File: config.mk
export PLATFORM = sky130hd
export DESIGN_NAME = div_rem_32bit
export DESIGN_NICKNAME = d
export VERILOG_FILES = /design/src/rtl/div_rem_32bit.sv
export SDC_FILE = /design/constraint.sdc
export NUM_CORES = 1
export LEC_CHECK = 0
export ABC_AREA = 1
export BUFFER_PORTS_ARGS = -buffer_cell sky130_fd_sc_hd__buf_2
export CORE_ASPECT_RATIO = 0.8
export CORE_UTILIZATION = 49
export DETAILED_ROUTE_END_ITERATION = 10
export PLACE_DENSITY_LB_ADDON = 0.25
export REMOVE_ABC_BUFFERS = 1
export SLEW_MARGIN = 20
export SYNTH_ARGS = -nofsm -noshare
export SYNTH_HDL_FRONTEND = slang
export SYNTH_SLANG_ARGS = --single-unit
File: constraint.sdc
create_clock -name I_CLK -period 3.3 [get_ports I_CLK]
set_input_delay 0.165 -clock I_CLK [delete_from_list [all_inputs] [get_ports I_CLK]]
set_output_delay 0.165 -clock I_CLK [all_outputs]
set_load 0.005 [all_outputs]
File: src/rtl/div_rem_32bit.sv
// Iterative 32-bit restoring divider for DIV/DIVU/REM/REMU.
// One quotient bit per cycle; fixed 33-cycle latency from accept to O_DONE.
module div_rem_32bit (
  input  logic        I_CLK,
  input  logic        I_RST_N,
  input  logic        I_START,
  input  logic [31:0] I_OP_A,
  input  logic [31:0] I_OP_B,
  input  logic        I_U,
  output logic        O_BUSY,
  output logic        O_DONE,
  output logic [31:0] O_QUOT,
  output logic [31:0] O_REM,
  output logic [1:0]  O_DBG_STATE
);

  // Handshake: I_START is taken only in IDLE; operands are captured on that
  // same edge. O_DONE pulses for one cycle (in IDLE) and O_QUOT/O_REM hold
  // their value until the next O_DONE. O_BUSY and O_DONE are never both high.

  typedef enum logic [1:0] {
    S_IDLE = 2'd0,
    S_CALC = 2'd1,
    S_FIX  = 2'd2
  } state_t;

  state_t      r_state;
  state_t      w_next;
  logic [4:0]  r_cnt;
  logic [31:0] r_rem;
  logic [31:0] r_dvd;
  logic [31:0] r_dvs;
  logic [31:0] r_op_a;
  logic        r_qneg;
  logic        r_rneg;
  logic        r_div0;
  logic        r_ovf;

  logic        w_accept;
  logic        w_a_neg;
  logic        w_b_neg;
  logic [31:0] w_a_mag;
  logic [31:0] w_b_mag;
  logic [32:0] w_rem_sh;
  logic [32:0] w_trial;
  logic [31:0] w_quot_fix;
  logic [31:0] w_rem_fix;

  always_ff @(posedge I_CLK or negedge I_RST_N) begin
    if (!I_RST_N) r_state <= S_IDLE;
    else          r_state <= w_next;
  end

  always_comb begin
    w_next   = r_state;
    w_accept = 1'b0;
    case (r_state)
      S_IDLE: begin
        if (I_START) begin
          w_accept = 1'b1;
          w_next   = S_CALC;
        end
      end
      S_CALC:  if (r_cnt == 5'd31) w_next = S_FIX;
      S_FIX:   w_next = S_IDLE;
      default: w_next = S_IDLE;
    endcase
  end

  assign O_BUSY      = (r_state != S_IDLE);
  assign O_DBG_STATE = r_state;

  assign w_a_neg = !I_U && I_OP_A[31];
  assign w_b_neg = !I_U && I_OP_B[31];
  assign w_a_mag = w_a_neg ? (~I_OP_A + 32'd1) : I_OP_A;
  assign w_b_mag = w_b_neg ? (~I_OP_B + 32'd1) : I_OP_B;

  // Partial remainder stays below the divisor, so 33 bits hold both the
  // shifted remainder and the trial difference; bit 32 is the borrow.
  assign w_rem_sh = {r_rem, r_dvd[31]};
  assign w_trial  = w_rem_sh - {1'b0, r_dvs};

  always_comb begin
    w_quot_fix = r_qneg ? (~r_dvd + 32'd1) : r_dvd;
    w_rem_fix  = r_rneg ? (~r_rem + 32'd1) : r_rem;
    if (r_div0) begin
      w_quot_fix = 32'hFFFF_FFFF;
      w_rem_fix  = r_op_a;
    end else if (r_ovf) begin
      w_quot_fix = 32'h8000_0000;
      w_rem_fix  = 32'h0000_0000;
    end
  end

  always_ff @(posedge I_CLK or negedge I_RST_N) begin
    if (!I_RST_N) begin
      r_cnt  <= 5'd0;
      r_rem  <= 32'd0;
      r_dvd  <= 32'd0;
      r_dvs  <= 32'd0;
      r_op_a <= 32'd0;
      r_qneg <= 1'b0;
      r_rneg <= 1'b0;
      r_div0 <= 1'b0;
      r_ovf  <= 1'b0;
      O_DONE <= 1'b0;
      O_QUOT <= 32'd0;
      O_REM  <= 32'd0;
    end else begin
      O_DONE <= 1'b0;
      if (w_accept) begin
        r_dvd  <= w_a_mag;
        r_dvs  <= w_b_mag;
        r_op_a <= I_OP_A;
        r_rem  <= 32'd0;
        r_cnt  <= 5'd0;
        r_qneg <= w_a_neg ^ w_b_neg;
        r_rneg <= w_a_neg;
        r_div0 <= (I_OP_B == 32'd0);
        r_ovf  <= !I_U && (I_OP_A == 32'h8000_0000) && (I_OP_B == 32'hFFFF_FFFF);
      end else if (r_state == S_CALC) begin
        r_rem  <= w_trial[32] ? w_rem_sh[31:0] : w_trial[31:0];
        r_dvd  <= {r_dvd[30:0], ~w_trial[32]};
        r_cnt  <= r_cnt + 5'd1;
      end else if (r_state == S_FIX) begin
        O_QUOT <= w_quot_fix;
        O_REM  <= w_rem_fix;
        O_DONE <= 1'b1;
      end
    end
  end

endmodule

==> impl_metrics.json <==
{
  "status": "complete, no violations",
  "critPathTopFamily": "simple AND/OR/NAND/NOR gates",
  "synth_seq_area_share": 0.342,
  "area_growth_pct": 16.2,
  "synth_warnings": 0,
  "skew_ns": 0.0164,
  "die_w_um": 197,
  "fmax_mhz": 376,
  "routabilityCongestion": 0.968,
  "grt_overflow": 0,
  "cp_max_fo": 27,
  "synth_ff_type": "dfrtp_1",
  "synth-edff-count": 0,
  "netlist_instances": 2315,
  "coreArea_mm2": 0.0296,
  "startpoint_type": "flip-flop",
  "vdd_ir_drop_max_v": 0.00103,
  "antenna_found_initial": 0,
  "cts_resized": 0,
  "worstPathRequired_ns": 3.73,
  "die-area_mm2": 0.0311,
  "rr_worst_depth": 13,
  "cts_tree": "yes",
  "drt_iter0_drc": 1659,
  "core.rowCount": 56,
  "grt_pass1_vias": 14636,
  "cp_slowest_cell": "dfrtp_1",
  "r2r_slack_ns": 0.64,
  "synth_top_cell_by_area": "dfrtp_1",
  "nets": 2572,
  "synth_top_area_share": 0.342,
  "cts_made_buffers": 24,
  "path_clk_slew_ns": 0.06,
  "fin_util": 0.585,
  "final_cells": 2888,
  "worst_pin_slew_ns": 0.939,
  "dp.cells": 2800,
  "synth.area.top_cells": "dfrtp_1, nand2_1, nand3_1",
  "drc": 0,
  "io_pins": 136,
  "regArea_mm2": 0.00510,
  "start_util": 0.503,
  "drt_first_pass_iters": 5,
  "rsz0062_at_grt": "no",
  "grt_pass1_wl_um": 81200,
  "gr-usage-all-layers": 0.335,
  "fin_crit_sh": 0.805,
  "die_h_um": 158,
  "regToRegStartpoint": "r_rem[26]",
  "crit_chain": "ha_1 > nand2_1 > inv_1 > nand2_1 > nand2_1 > nand2_1 > nand2_1 > a21oi_4 > nand3_4 > nand2_8 > nand2_1 > nand3_1 > nand2_1",
  "crit_path_frequent_cell": "nand2_1",
  "final.setup.tns_ns": 0,
  "worstSetupPathType": "flip-flop to flip-flop",
  "clock_latency_ns": 0.54,
  "path_depth": 13,
  "cts_root_buffer": "clkbuf_16",
  "vias": 16026,
  "avgSynthCellArea_um2": 6.44,
  "fillers": 2955,
  "drt-vias-per-instance": 5.55,
  "ys_ff_latch": 204,
  "hold_viol": 0,
  "ctsHtreeMaxLevel": 1,
  "cp_slowest_stage_delay_ns": 0.43,
  "hpwlAfterDp_um": 39100,
  "routedWlPerCell_um": 17.9,
  "crit_start": "r_rem[26]",
  "period_minus_slack_ns": 2.66,
  "crit_path_end": "r_rem[20]",
  "maxCapViolations": 0,
  "grt_max_degree": 135,
  "total_power_uw": 18900,
  "fin_hold_ws_ns": 0.0192,
  "powerDensity_mw_per_mm2": 1090,
  "hold_class": "primary input to flip-flop",
  "multi_input_area_mm2": 0.00831,
  "synthArstFlopShare": 1.00,
  "critPathCaptureType": "flip-flop",
  "relSlewSlack": 0.373,
  "syn_area_mm2": 0.0149,
  "clock_sinks": 204,
  "portBuffers": 135,
  "ant_nets": 0,
  "drv_slew": 0,
  "crit_buf_inv": 1,
  "cts_buffer_depth": 3,
  "layout-drive-gt1-share": 0.105,
  "yosysUniqueCellTypes": 52,
  "setup_violations": 0,
  "r2r-end": "r_rem[20]",
  "wl_um": 51700,
  "antenna_cells": 0,
  "arrival_ns": 3.09,
  "leakagePower_uw": 0.00921
}
## report_power, final
group	total, uW	switching, uW	internal (uW)
Sequential	4310	883	3430
Clock	3050	1140	1910
Combinational	11500	7770	3740
## kinds of logic after synthesis
logic type,synth area share
fa+ha+maj,0.0341
buf+inv,0.103
xor+xnor,0.0194
flops,0.342
simple gates,0.375
compound gates,0.127
## cell usage in the layout, fill, tap and decap left out, types with 4 or more instances in the layout
master and count:
o21ai_0 145, o21ai_1 4, dfrtp_1 204, a21oi_1 139, xor2_1 21, nor2_4 4
nand4_1 30, ha_1 39, inv_1 308, nand2_4 5, xnor2_1 12, nand3_1 246
o31ai_1 7, o22ai_1 13, nor3_1 32, nand3b_1 11, buf_4 18, and2_1 4
inv_2 5, clkbuf_8 7, o211ai_1 7, nor4_1 5, clkinv_2 4, nand2_2 27
nor2_1 273, dlygate4sd3_1 44, nand2_1 638, or2_2 5, nor2_2 5, clkbuf_16 25
a22oi_1 4, bufinv_16 5, o221ai_1 4, buf_2 134
## worst min-delay path: cells and delay by family
family | cells | cell delay [ns]
AOI/OAI and AO/OA | 1 | 0.14
xor gates and xnor gates | 1 | 0.10
buffers and inverters | 1 | 0.12
## routing by layer
layer	global-route usage	vias to the layer above	routed length (um)	share of wire
met3	0.0763	54	5360	0.10
met2	0.488	715	21400	0.41
met4	0.0613	0	881	0.017
met5	0	-	0	0
met1	0.505	7516	24100	0.47
li1	-	7741	-	-
## flip-flops by register name, summed over array words and instances (netlist names), 2 cells and up
register and count:
r_op_a 32, r_dvd 32, r_dvs 32, O_QUOT 32, r_rem 32, O_DBG_STATE 2
r_cnt 5, O_REM 32
## final cells by class
cell class                      count  share of cell area
Sequential cell                   204               0.295
Inverter                          316              0.0684
Tap cell                          406              0.0293
Clock buffer                       33              0.0413
Clock inverter                     11              0.0108
Timing Repair Buffer              200              0.0762
Multi-Input combinational cell   1718               0.479
## worst min path at each step
stage | endpoint | slack, ns | startpoint | cells after the start
floorplan | O_DBG_STATE[0] | -0.13 | I_RST_N | 0
global placement | O_REM[6] | 0.30 | I_RST_N | 1
detailed placement | r_rem[10] | 0.30 | I_RST_N | 1
CTS | r_dvs[14] | 0.002 | I_OP_B[14] | 3
global route | r_dvs[26] | 0.02 | I_OP_B[26] | 4
finish | r_dvs[14] | 0.02 | I_OP_B[14] | 3
## Yosys cell counts (6+ instances only)
cell type  count
nand2_1      638
inv_1        309
nor2_1       277
nand3_1      246
dfrtp_1      204
o21ai_0      145
a21oi_1      139
clkbuf_1      54
ha_1          39
nor3_1        32
nand4_1       30
nand2_2       27
xor2_1        21
o22ai_1       13
buf_2         12
xnor2_1       12
nand3b_1      11
o211ai_1       7
o31ai_1        7
buf_1          6
## what timing repair did
item,in CTS,in global routing
hold buffers,44,0
hold endpoints to repair,152,0
setup endpoints to repair,0,0
buffers inserted,0,0
## per-stage QoR
| stage | cell area [um^2] | setup WS [ns] |
|---|---|---|
| after floorplan | 14600 | -2.32 |
| after global placement | 16000 | 0.728 |
| after detailed placement | 16000 | 0.694 |
| after CTS | 17300 | 0.684 |
| after global routing | 17300 | 0.415 |
| final | 17300 | 0.644 |
Note: power is estimated with default switching activity, not from simulation.
